`config.mk`:
```
export PLATFORM = sky130hd
export DESIGN_NAME = fetch_unit
export DESIGN_NICKNAME = d
export VERILOG_FILES = /design/src/rtl/fetch_unit.sv
export SDC_FILE = /design/constraint.sdc
export NUM_CORES = 1
export LEC_CHECK = 0
export ABC_AREA = 1
export CAP_MARGIN = 20
export CORE_MARGIN = 2
export CORE_UTILIZATION = 55
export CTS_CLUSTER_SIZE = 8
export DETAILED_ROUTE_END_ITERATION = 6
export PLACE_DENSITY_LB_ADDON = 0.1
export SLEW_MARGIN = 10
export SYNTH_ARGS = -nofsm -noshare
export SYNTH_HDL_FRONTEND = slang
export SYNTH_SLANG_ARGS = --single-unit
```
`constraint.sdc`:
```
create_clock -name clk -period 5.6 [get_ports clk]
set_input_delay 1.12 -clock clk [delete_from_list [all_inputs] [get_ports clk]]
set_output_delay 1.12 -clock clk [all_outputs]
set_load 0.05 [all_outputs]
```
`src/rtl/fetch_unit.sv`:
```
// fetch_unit: single-outstanding instruction fetch stage feeding decode, with redirect and wrong-path discard.
module fetch_unit #(
  parameter logic [63:0] PC_RESET = 64'h0000_0000_8000_0000
) (
  input  logic        clk,
  input  logic        reset,
  output logic        ireq_valid,
  output logic [63:0] ireq_addr,
  input  logic        iresp_data_ok,
  input  logic [31:0] iresp_data,
  input  logic        stall,
  input  logic        redirect_valid,
  input  logic [63:0] redirect_pc,
  output logic [96:0] fetch_out
);
  typedef enum logic [1:0] {IDLE, REQ, OUT} state_t;
  state_t state, state_n;
  logic [63:0] pc, pc_n, req_addr, req_addr_n, out_pc, out_pc_n, tgt;
  logic [31:0] out_instr, out_instr_n;
  logic kill, kill_n;
  assign tgt = redirect_pc & ~64'd3;
  always_comb begin
    state_n = state;
    pc_n = pc;
    kill_n = kill;
    out_instr_n = out_instr;
    out_pc_n = out_pc;
    case (state)
      IDLE: begin
        state_n = REQ;
        if (redirect_valid) pc_n = tgt;
      end
      REQ: begin
        if (iresp_data_ok) begin
          if (kill || redirect_valid) begin
            kill_n = 1'b0;
            if (redirect_valid) pc_n = tgt;
          end else begin
            out_instr_n = iresp_data;
            out_pc_n = pc;
            pc_n = pc + 64'd4;
            state_n = OUT;
          end
        end else if (redirect_valid) begin
          kill_n = 1'b1;
          pc_n = tgt;
        end
      end
      OUT: begin
        if (redirect_valid) pc_n = tgt;
        if (redirect_valid || !stall) state_n = REQ;
      end
      default: state_n = IDLE;
    endcase
    // the in-flight address is frozen until its response returns, even after a redirect moves pc
    req_addr_n = (state == REQ && !iresp_data_ok) ? req_addr : pc_n;
  end
  always_ff @(posedge clk) begin
    if (reset) begin
      state <= IDLE;
      pc <= PC_RESET;
      req_addr <= PC_RESET;
      kill <= 1'b0;
      out_instr <= '0;
      out_pc <= '0;
    end else begin
      state <= state_n;
      pc <= pc_n;
      req_addr <= req_addr_n;
      kill <= kill_n;
      out_instr <= out_instr_n;
      out_pc <= out_pc_n;
    end
  end
  assign ireq_valid = state == REQ;
  assign ireq_addr = req_addr;
  assign fetch_out = {state == OUT, out_instr, out_pc};
  a_resp_only_in_req: assert property (@(posedge clk) disable iff (reset) iresp_data_ok |-> state == REQ);
endmodule
```
Yosys cells after proc, flatten, opt, wreduce, memory -nomap -nowiden. Cells that the tools add are included.

Register bits: 227. Bits in latches: 0. Memory bits (writable): 0. Memory bits (read-only): 0. Output and inout port bits: 162. Word-level logic and storage cells: 36. Memories: 0.

$add $sub $neg: 1. Multipliers: 0. Div/mod/pow operators: 0. Order comparisons: 0. Equal/unequal tests: 6. Shift operators: 0. Mux-type cells: 11. Bitwise logic cells: 1. Reductions and logical operators: 11.

Operators with widths (count): two-way mux 64 bit (3); one-hot mux 64 bit (2 select lines) (1); adder 64 x 3 -> 64 bit, second input constant (1); AND reduction 3 bit (3); two-way mux 2 bit (3); inequality test 2 x 1 -> 1 bit, second input constant (3); one-hot mux 2 bit (3 select lines) (1); two-way mux 1 bit (3); == test 2 x 1 -> 1 bit, second input constant (1); == test 2 bit, second input constant (1); logical NOT 1 bit (2); logical NOT 2 bit (1); logical OR 1 bit (2); inequality test 2 bit, second input constant (1); nonzero test 2 bit (1); OR reduction 2 bit (1); logical AND 1 bit (1); NOT 1 bit (1).

Depth between registers and ports, before layout. Gate-level depths: netlist (run 1).

Depth in word-level cells: 4. Depth in mapped cells: 14. Mapped depth without buffers: 14.

Worst setup path before layout (run 1). No wires, ideal clock.

Kind: register -> output. Start point: reg state[0]. End point: out fetch_out[96]. Arrival: 1.358 ns. Setup slack: 3.122 ns. Stages on the path, launching flop included: 4. Cells stage by stage: dfxtp_1 buf_2 buf_1 nor2_1.

Longest elaborated chain between the ends: 1.

RTL lines: start, declared (RTL line 17) `state_t state, state_n;`; start signal, assigned (RTL line 67) `state <= state_n;`; == test 2 bit (RTL line 77) `assign fetch_out = {state == OUT, out_instr, out_pc};`; end, declared (RTL line 14) `output logic [96:0] fetch_out`.

Every way passes these cells.

Final worst setup path (run 1).
Start point: reg state[0]. End point: out ireq_valid.

Longest elaborated chain between the ends: 1.

RTL lines: == test 2 x 1 -> 1 bit (RTL line 75) `assign ireq_valid = state == REQ;`; end, declared (RTL line 7) `output logic ireq_valid,`.

Every way passes these cells.

==> metrics.md, run 1 <==
| Metric | Value |
|---|---|
| Mapped Cells | `1805` |
| Layout overhead on the synthesized area | `30.26%` |
| R2R Setup Slk | `2670 ps` |
| Die W | `150.4 um` |
| Routed len/inst | `19.50 um` |
| GPL Wtd Cong | `0.9816` |
| RSZ-0062 raised after global routing | `no` |
| Detailed Route WL | `44880 um` |
| Fin area | `0.01536 mm2` |
| Reg power frac | `39.5%` |
| Final setup fails | `0` |
| Async S/R FF share, synth | `0%` |
| Min-Delay Path Class | `flip-flop to flip-flop` |
| Synth cell types | `43` |
| Cts bufs inserted | `34` |
| Port bufs | `260` |
| Leak | `around 0.0067 uW` |
| Core ar. | `0.02102 mm2` |
| First-pass GRT wire length | `approximately 70000 um` |
| Syn Area/Cell | `6.532 um2` |
| Synth cell count leaders | `nand2_1 (375), nor2_1 (314), dfxtp_1 (227), inv_1 (190), o21ai_0 (149)` |
| Initial Utilization | `roughly 56%` |
| Via/cell ratio | `5.835` |
| Root Buffer | `clkbuf_16` |
| Worst-path clk slew | `50 ps` |
| Pins Over Slew Limit | `0` |
| Worst R2R End | `ireq_addr[19]` |
| Max Cap Violations | `0` |
| CP Launch Type | `flip-flop` |
| Antenna violations before repair | `0` |
| Residual DRC | `0` |
| FP Rows | `53` |
| Crit path from | `state[0]` |
| Hold Path Origin | `out_pc[35]` |
| Reg2reg path depth | `13` |
| WHS Path Cells | `2` |
| Yosys warning count | `0` |
| EDFF count, synth | `0` |
| Net Switching | `1470 uW` |
| Max clock buf depth | `3` |
| Yosys top cell by area | `dfxtp_1` |
| Resize count post-CTS | `0` |
| Gr usage total | `39.04%` |
| Layout Nets | `2126` |
| Synth area leaders | `dfxtp_1 (39%), nand2_1 (12%), nor2_1 (10%)` |
| DR vias | `~13000` |
| Ant diodes | `0` |
| Die H | `around 150 um` |
| Worst Path Required | `4480 ps` |
| I/O pins | `roughly 260` |
| Sequential share of the synthesized area | `38.54%` |
| Remaining global-route overflow | `0` |
| Starting DRT DRC Count | `roughly 1300` |
| CP Max Fanout | `26` |
| First-pass DRT Iterations | `6` |
| Cell Int Power | `3153 uW` |
| Transition time of the tightest slew-check pin | `1146 ps` |
| Hold Buf Count CTS | `0` |
| Post-layout min period | `3604 ps` |
| Final Non-Filler Cells | `2301` |
| R2R Path Start | `state[0]` |
| Comb pwr share | `20.7%` |
| Critical Path End Type | `output port` |
| Worst VDD drop | `268.5 uV` |
| Routed Antenna Nets | `0` |
| Clk network pwr share | `39.8%` |
| H-tree depth | `2` |
| CTS tree | `done` |
| Status | `finished clean` |
| Final Hold Viols | `0` |
| Max Fclk | `277.5 MHz` |
| Max-slew headroom | `23.58%` |
| Post-CTS Setup Repair Bufs | `0` |
| Top FF cell, synth | `dfxtp_1` |
| Clock skew | `between 20 and 25 ps` |
| Top cell type's share of synthesized area | `38.54%` |
| #FFs+latches synth | `227` |
| Critical Path AT | `2480 ps` |
| Setup TNS Final | `0 ps` |
| Critical path class | `flip-flop to output port` |
| Pwr/cell area | `301.1 mW/mm2` |
| Dpl hpwl | `31270 um` |
| Die Area | `0.02262 mm2` |
| Worst Hold Path EP | `out_pc[35]` |
| Placed instance area | `0.01445 mm2` |
| Synth Net Count | `roughly 1900` |
| Largest net degree at the start of global routing | `150` |
| Clock Latency Late Sink | `~520 ps` |
| Post-synth design cell area | `around 0.012 mm2` |
| Fraction of layout cells with a size suffix above 1 | `under 10%` |
| Period utilization | `64.35%` |
| Sw Ratio | `31.80%` |
| Sink Count | `227` |
| Placed Cells | `2263` |
| Most frequent cell after synthesis | `nand2_1` |
| Vias in the first global route | `13110` |
| Filler cells | `1601` |
==> worst max path at each step <==
stage                               end  slack (ps)  cells after the start
after floorplan           fetch_out[96]        3120                      3
after CTS                    ireq_valid        2020                      4
after global routing         ireq_valid        1940                      4
final                        ireq_valid        2000                      4
after global placement     ireq_addr[7]        1860                     11
after detailed placement   ireq_addr[7]        1790                     11
==> kinds of logic after synthesis <==
logic type	count (synthesis)	share of synthesized area, %
AOI/OAI and AO/OA	402	19.22
xor gates and xnor gates	20	1.486
adders and majority gates	1	0.1061
buffers and inverters	292	9.976
DFF	227	38.54
muxes	1	0.08490
and+or+nand+nor	862	30.58
==> power groups by stage <==
stage          Sequential [uW]  Combinational (uW)  Clock [uW]
2_1_floorplan             2080                 359           0
3_3_place_gp              1850                 913           0
4_1_cts                   1820                 945        1840
5_1_grt                   1840                1020        1900
6_report                  1830                 955        1840
3_5_place_dp              1850                 931           0
==> flip-flops by register name, indices dropped and copies added, names as in the netlist <==
name and cells:
ireq_addr 64, pc 64, out_instr 32, out_pc 64, state 2, kill 1
==> metrics by stage <==
stage	hold slack, ps	utilization [%]	total power [uW]	setup slack [ps]
after floorplan	441.1	-	2438	3122
after global placement	447.1	68.72	2762	1855
after detailed placement	454.2	68.72	2783	1794
after CTS	460.0	73.06	4608	2020
after global routing	484.9	73.06	4760	1944
final	457.5	73.06	4623	1996
==> cell type report <==
type	count	area [um2]	share of cell area (%)
clock buffers	35	875.8	5.703
well taps	275	344.1	2.241
repair buffers	279	2750	17.91
flip-flops and latches	227	4544	29.59
clock inverters	3	36.28	0.2363
multi-input cells	1286	6070	39.52
inverters	196	737.0	4.799
==> routing by layer <==
| metal | routed length, um | share of wire, % | up-vias | GRT usage (%) |
|---|---|---|---|---|
| li1 | - | - | 6269 | - |
| met1 | 17450 | 39 | 6230 | 48.34 |
| met2 | 20750 | 46 | 778 | 64.30 |
| met3 | 4630 | 10 | 150 | 9.455 |
| met4 | 2050 | 4.6 | 0 | 17.59 |
| met5 | 0 | 0 | - | 0 |
==> cells in the final DEF (no fill, tap or decap), types with 6 or more instances in the layout <==
master and n:
a211oi_1 23, clkbuf_16 35, nor2_2 7, nand2_1 375
xor2_1 18, nand3_1 109, nand4_1 10, nand2_2 12
o211ai_1 25, o21ai_0 149, a22oi_1 28, inv_1 188
o21ai_1 22, a21oi_1 139, nor2_4 9, inv_2 6
buf_4 19, nor3_1 11, nor2_1 314, clkdlybuf4s50_1 258
dfxtp_1 227
==> worst max-delay path: stages (launching register included) <==
cell             delay (ps)
dfxtp_1                 340
inv_2                   230
nor2_4                  180
buf_4                   320
clkdlybuf4s50_1         890
Power figures use the tool's default switching activity.
==> inputs of run 2 (changes only) <==
--- a/config.mk
+++ b/config.mk
@@ -8,7 +8,7 @@
 export ABC_AREA = 1
 export CAP_MARGIN = 20
 export CORE_MARGIN = 2
-export CORE_UTILIZATION = 55
+export CORE_UTILIZATION = 51
 export CTS_CLUSTER_SIZE = 8
 export DETAILED_ROUTE_END_ITERATION = 6
 export PLACE_DENSITY_LB_ADDON = 0.1
==> constraint.sdc (replaced) <==
create_clock -name clk -period 3.32 [get_ports clk]
set_input_delay 0.664 -clock clk [delete_from_list [all_inputs] [get_ports clk]]
set_output_delay 0.664 -clock clk [all_outputs]
set_load 0.05 [all_outputs]
==> metrics.md, run 2 (synthesis gave the netlist of run 1 again) <==
| Metric | Value |
|---|---|
| Filler cells | `1993 (+24%)` |
| Hold Buf Count CTS | `0 (unchanged)` |
| Detailed Route WL | `44240 um (-1.4%)` |
| Post-layout min period | `about 2700 ps` |
| Max-slew headroom | `56.19% (+33 points)` |
| Layout overhead on the synthesized area | `30.63%` |
| Worst-path clk slew | `50 ps (about the same)` |
| Routed Antenna Nets | `0 (unchanged)` |
| Root Buffer | `clkbuf_16` |
| I/O pins | `263 (unchanged)` |
| Final Hold Viols | `0 (unchanged)` |
| Commonest non-fill, non-tap cell in the layout | `nand2_1` |
| Transition time of the tightest slew-check pin | `657.1 ps (-489.2 ps)` |
| R2R Setup Slk | `610 ps (-2060 ps)` |
| Area of the multi-input gates | `0.006070 mm2 (unchanged)` |
| Placed Cells | `2274 (+0.49%)` |
| Sink Count | `227 (unchanged)` |
| Max clock buf depth | `3 (unchanged)` |
| Die Area | `0.02435 mm2 (+7.6%)` |
| Worst VDD drop | `494.3 uV (+84%)` |
| Initial Utilization | `52.08% (-4.0 points)` |
| RSZ-0062 raised after global routing | `no` |
| Final Non-Filler Cells | `2311 (+0.43%)` |
| Critical Path End Type | `flip-flop` |
| Clk network pwr share | `39.5% (-0.3 points)` |
| Setup TNS Final | `0 ps (unchanged)` |
| GPL Wtd Cong | `0.9815 (about the same)` |
| Pins Over Slew Limit | `0 (unchanged)` |
| Worst Path Required | `3700 ps (-780 ps)` |
| Sw Ratio | `30.95% (-0.85 points)` |
| Cts bufs inserted | `34 (unchanged)` |
| Antenna violations before repair | `0 (unchanged)` |
| Critical Path AT | `3090 ps (+610 ps)` |
| Post-CTS Setup Repair Bufs | `0 (unchanged)` |
| Port bufs | `260 (unchanged)` |
| Status | `finished clean` |
| Gr usage total | `35.89% (-3.1 points)` |
| Min-Delay Path Class | `flip-flop to flip-flop` |
| Routed len/inst | `19.14 um (-1.8%)` |
| Reg power frac | `39.8% (+0.3 points)` |
| FP Rows | `55 (+3.8%)` |
| H-tree depth | `2 (unchanged)` |
| Pwr/cell area | `502.2 mW/mm2 (+67%)` |
| Comb pwr share | `20.7% (about the same)` |
| Most used cell, CP | `nand2_2` |
| Most frequent cells in the layout | `nand2_1 (375), nor2_1 (314), clkdlybuf4s50_1 (257), dfxtp_1 (227), inv_1 (189)` |
| Layout Nets | `2127 (+0.047%)` |
| First-pass GRT wire length | `68700 um (-0.24%)` |
| Fraction of layout cells with a size suffix above 1 | `4.985% (-0.049 points)` |
| Resize count post-CTS | `0 (unchanged)` |
| Ant diodes | `0 (unchanged)` |
| CP Max Fanout | `26 (unchanged)` |
| Die W | `156.0 um (+3.7%)` |
| Period utilization | `81.72%` |
| First-pass DRT Iterations | `6 (unchanged)` |
| Slowest Stage Delay on Critical Path | `470 ps (-420 ps)` |
| Die H | `156.0 um (+3.7%)` |
| Residual DRC | `0 (unchanged)` |
| Remaining global-route overflow | `0 (unchanged)` |
| Core ar. | `0.02264 mm2 (+7.7%)` |
| Critical path class | `flip-flop to flip-flop` |
| Final setup fails | `0 (unchanged)` |
| Clock skew | `23.91 ps (+3.451 ps)` |
| Starting DRT DRC Count | `1187 (-10%)` |
| CTS tree | `done` |
| Cell Int Power | `5341 uW (+69%)` |
| Slowest stage cell, crit path | `inv_2` |
| CP Cell Sequence | `inv_2 > nor2_4 > buf_4 > nand2_4 > nand2_2 > nand2_2 > nand2_2 > o21ai_0 > nand3_1 > o211ai_1 > inv_1` |
| Net Switching | `2394 uW (+63%)` |
| Clock Latency Late Sink | `510 ps (about the same)` |
| Leak | `0.006675 uW (+0.29%)` |
| DR vias | `13140 (-2.1%)` |
| Largest net degree at the start of global routing | `150 (unchanged)` |
| Max Cap Violations | `0 (unchanged)` |
| CP Launch Type | `flip-flop` |
| Sequential Area | `0.004544 mm2 (unchanged)` |
| Dpl hpwl | `31390 um (+0.37%)` |
| Vias in the first global route | `12640 (-3.6%)` |
| Via/cell ratio | `5.688 (-2.5%)` |
| Max Fclk | `between 300 and 400 MHz` |
run 2: metal layers:
| metal | routed length [um] | track usage [%] | vias to the layer above |
|---|---|---|---|
| met5 | 0 | 0 | - |
| met4 | 1978 | 16.43 | 0 |
| met3 | 3874 | 6.806 | 120 |
| met2 | 20140 | 58.24 | 665 |
| met1 | 18250 | 46.41 | 6087 |
| li1 | - | - | 6272 |
run 2: final timing paths:
kind / from / to / cells past startpoint
setup reg to reg: state[0] / ireq_addr[17] / 11
hold / removal: out_pc[14] / out_pc[14] / 2
hold reg to reg: out_pc[14] / out_pc[14] / 2
setup / recovery: state[0] / ireq_addr[17] / 11
run 2: layout make-up:
| class | count | share of cell area, % |
|---|---|---|
| multi-input cells | 1286 | 39.41 |
| flip-flops and latches | 227 | 29.51 |
| well taps | 285 | 2.315 |
| clock buffers | 35 | 5.549 |
| inverters | 196 | 4.785 |
| repair buffers | 280 | 18.13 |
| clock inverters | 2 | 0.3006 |
run 2: worst max-delay path, delay by kind of cell, from the launching register on:
kind / cells / cell delay, ps
buffers and inverters: 3 / 780
AND/OR/NAND/NOR: 6 / 1020
flip-flops: 1 / 310
AO/OA/AOI/OAI: 2 / 450
run 2: metrics by stage:
stage | setup slack (ps) | power (uW) | cell area [um2] | hold WS [ps] | util, %
2_1_floorplan | 1298 | 4112 | 11790 | 441.1 | -
3_3_place_gp | 446.0 | 4672 | 14500 | 447.7 | 64.05
3_5_place_dp | 439.0 | 4701 | 14500 | 453.0 | 64.05
4_1_cts | 601.2 | 7739 | 15400 | 460.8 | 68.02
5_1_grt | 495.7 | 7986 | 15400 | 481.9 | 68.02
6_report | 606.8 | 7735 | 15400 | 461.5 | 68.02
run 2: power groups by stage:
stage	Combinational, uW	Clock (uW)	Sequential, uW
2_1_floorplan	605	0	3510
3_3_place_gp	1550	0	3120
3_5_place_dp	1580	0	3120
4_1_cts	1590	3070	3080
5_1_grt	1720	3170	3100
6_report	1600	3050	3080
==> inputs of run 3 (changes only) <==
==> constraint.sdc (replaced) <==
create_clock -name clk -period 2.71 [get_ports clk]
set_input_delay 0.542 -clock clk [delete_from_list [all_inputs] [get_ports clk]]
set_output_delay 0.542 -clock clk [all_outputs]
set_load 0.05 [all_outputs]
==> metrics.md, run 3 (synthesis gave the netlist of run 1 again) <==
| Metric | Value |
|---|---|
| H-tree depth | `2 (unchanged)` |
| Leak | `0.006759 uW (+1.3%)` |
| Slowest stage cell, crit path | `clkdlybuf4s50_1` |
| Largest net degree at the start of global routing | `97 (-35%)` |
| Core ar. | `0.02264 mm2 (unchanged)` |
| Clk network pwr share | `38.8% (-0.7 points)` |
| Critical path class | `flip-flop to output port` |
| Crit-path leading delay family | `buffers and inverters` |
| Die Area | `0.02435 mm2 (unchanged)` |
| Status | `finished clean` |
| Max-slew headroom | `59.81% (+3.6 points)` |
| Antenna violations before repair | `0 (unchanged)` |
| CP Max Fanout | `19 (-27%)` |
| Sw Ratio | `31.26% (+0.31 points)` |
| Slowest Stage Delay on Critical Path | `840 ps (+370 ps)` |
| Worst VDD drop | `594.3 uV (+20%)` |
| Reg power frac | `40.2% (+0.4 points)` |
| First-pass DRT Iterations | `6 (unchanged)` |
| Ant diodes | `0 (unchanged)` |
| Critical Path End Type | `output port` |
| Via/cell ratio | `5.648 (-0.69%)` |
| Residual DRC | `0 (unchanged)` |
| Dpl hpwl | `32290 um (+2.8%)` |
| Min-Delay Path Class | `flip-flop to flip-flop` |
| RSZ-0062 raised after global routing | `no` |
| Hold Path Origin | `out_pc[34]` |
| First-pass GRT wire length | `68340 um (-0.51%)` |
| Starting DRT DRC Count | `1274 (+7.3%)` |
| Routed Antenna Nets | `0 (unchanged)` |
| Placed Cells | `2291 (+0.75%)` |
| Crit path from | `state[0]` |
| Most frequent cells in the layout | `nand2_1 (375), nor2_1 (314), clkdlybuf4s50_1 (257), dfxtp_1 (226), inv_1 (189)` |
| Worst Path Required | `2170 ps (-1530 ps)` |
| Cell Int Power | `6463 uW (+21%)` |
| Max Fclk | `379.6 MHz` |
| GPL Wtd Cong | `1.023 (+4.2%)` |
| Die H | `156.0 um (unchanged)` |
| Resize count post-CTS | `0 (unchanged)` |
| R2R Setup Slk | `190 ps (-420 ps)` |
| Pwr/cell area | `605.0 mW/mm2 (+20%)` |
| Gr usage total | `35.73% (-0.16 points)` |
| Fraction of layout cells with a size suffix above 1 | `5.828% (+0.84 points)` |
| FP Rows | `55 (unchanged)` |
| I/O pins | `263 (unchanged)` |
| Clock skew | `21.17 ps (-2.739 ps)` |
| Max clock buf depth | `3 (unchanged)` |
| Crit path buffers/inverters | `2 (-1)` |
| Transition time of the tightest slew-check pin | `601.9 ps (-55.23 ps)` |
| Period utilization | `97.20%` |
| Comb pwr share | `21.0% (+0.3 points)` |
| Hold Buf Count CTS | `0 (unchanged)` |
| Initial Utilization | `52.08% (unchanged)` |
| Pins Over Slew Limit | `0 (unchanged)` |
| CTS tree | `done` |
| Post-layout min period | `2634 ps` |
| CP Launch Type | `flip-flop` |
| Die W | `156.0 um (unchanged)` |
| Worst-path clk slew | `50 ps (about the same)` |
| Post-CTS Setup Repair Bufs | `0 (unchanged)` |
| Routed len/inst | `18.79 um (-1.9%)` |
| Final setup fails | `0 (unchanged)` |
| R2R Path Start | `pc[3]` |
| Commonest non-fill, non-tap cell in the layout | `nand2_1` |
| Final Non-Filler Cells | `2327 (+0.69%)` |
| Clock Latency Late Sink | `500 ps (about the same)` |
| Detailed Route WL | `43710 um (-1.2%)` |
| Layout Nets | `2144 (+0.80%)` |
| Sink Count | `227 (unchanged)` |
| Final Hold Viols | `0 (unchanged)` |
| Layout overhead on the synthesized area | `31.82%` |
| Critical Path AT | `2090 ps (-1000 ps)` |
| Net Switching | `2939 uW (+23%)` |
| Vias in the first global route | `12890 (+2.0%)` |
| Max Cap Violations | `0 (unchanged)` |
| Root Buffer | `clkbuf_16` |
| Remaining global-route overflow | `0 (unchanged)` |
| Cts bufs inserted | `34 (unchanged)` |
| Port bufs | `260 (unchanged)` |
| Setup TNS Final | `0 ps (unchanged)` |
| CP Cell Sequence | `buf_4 > nor2_1 > clkdlybuf4s50_1` |
| DR vias | `13140 (unchanged)` |
==> run 3: changes by cell type in the layout (fill, tap and decap cells not counted), sizes merged <==
cell / previous run / this run
clkbuf: 35 / 34
bufinv: 1 / 0
buf: 23 / 40
clkinvlp: 0 / 1
==> run 3: final timing paths <==
kind,endpoint,cells after the start
setup / recovery,fetch_out[96],3
hold / removal,out_pc[34],2
setup reg to reg,ireq_addr[48],13
hold reg to reg,out_pc[34],2
==> run 3: layout make-up <==
class / instances / area (um2)
Clock buffer: 34 / 850.8
Clock inverter: 2 / 23.77
Fill cell: 1916 / 7099
Inverter: 196 / 737.0
Multi-Input combinational cell: 1286 / 6070
Sequential cell: 227 / 4546
Tap cell: 285 / 356.6
Timing Repair Buffer: 297 / 2958
==> run 3: metal layers <==
layer  routed length, um  vias to the layer above  track usage, %
met2               20350                      666           59.86
li1                    -                     6292               -
met1               17790                     6069           44.85
met4                1803                        0           14.50
met5                   0                        -               0
met3                3768                      117           7.583
==> run 3: metrics by stage <==
step                      hold slack [ps]  worst slack (ps)  util [%]  instance area, um2  power [uW]
after floorplan                     441.1             810.0         -               11790        5038
after global placement              445.2             189.2     64.77               14670        5748
after detailed placement            452.0             131.8     64.77               14670        5784
after CTS                           457.8             65.83     68.64               15540        9423
after global routing                470.6             2.021     68.64               15540        9734
final                               455.6             75.90     68.64               15540        9402
==> run 3: power groups by stage <==
stage	Clock, uW	Combinational, uW	Sequential, uW
2_1_floorplan	0	741	4300
3_3_place_gp	0	1920	3820
3_5_place_dp	0	1950	3830
4_1_cts	3690	1970	3770
5_1_grt	3820	2120	3800
6_report	3650	1980	3780
==> run 3: worst min-delay path, delay by kind of cell, from the launching register on <==
family / cells / cell delay (ps)
flip-flops: 1 / 300
AND/OR/NAND/NOR: 1 / 60
AO/OA/AOI/OAI: 1 / 50
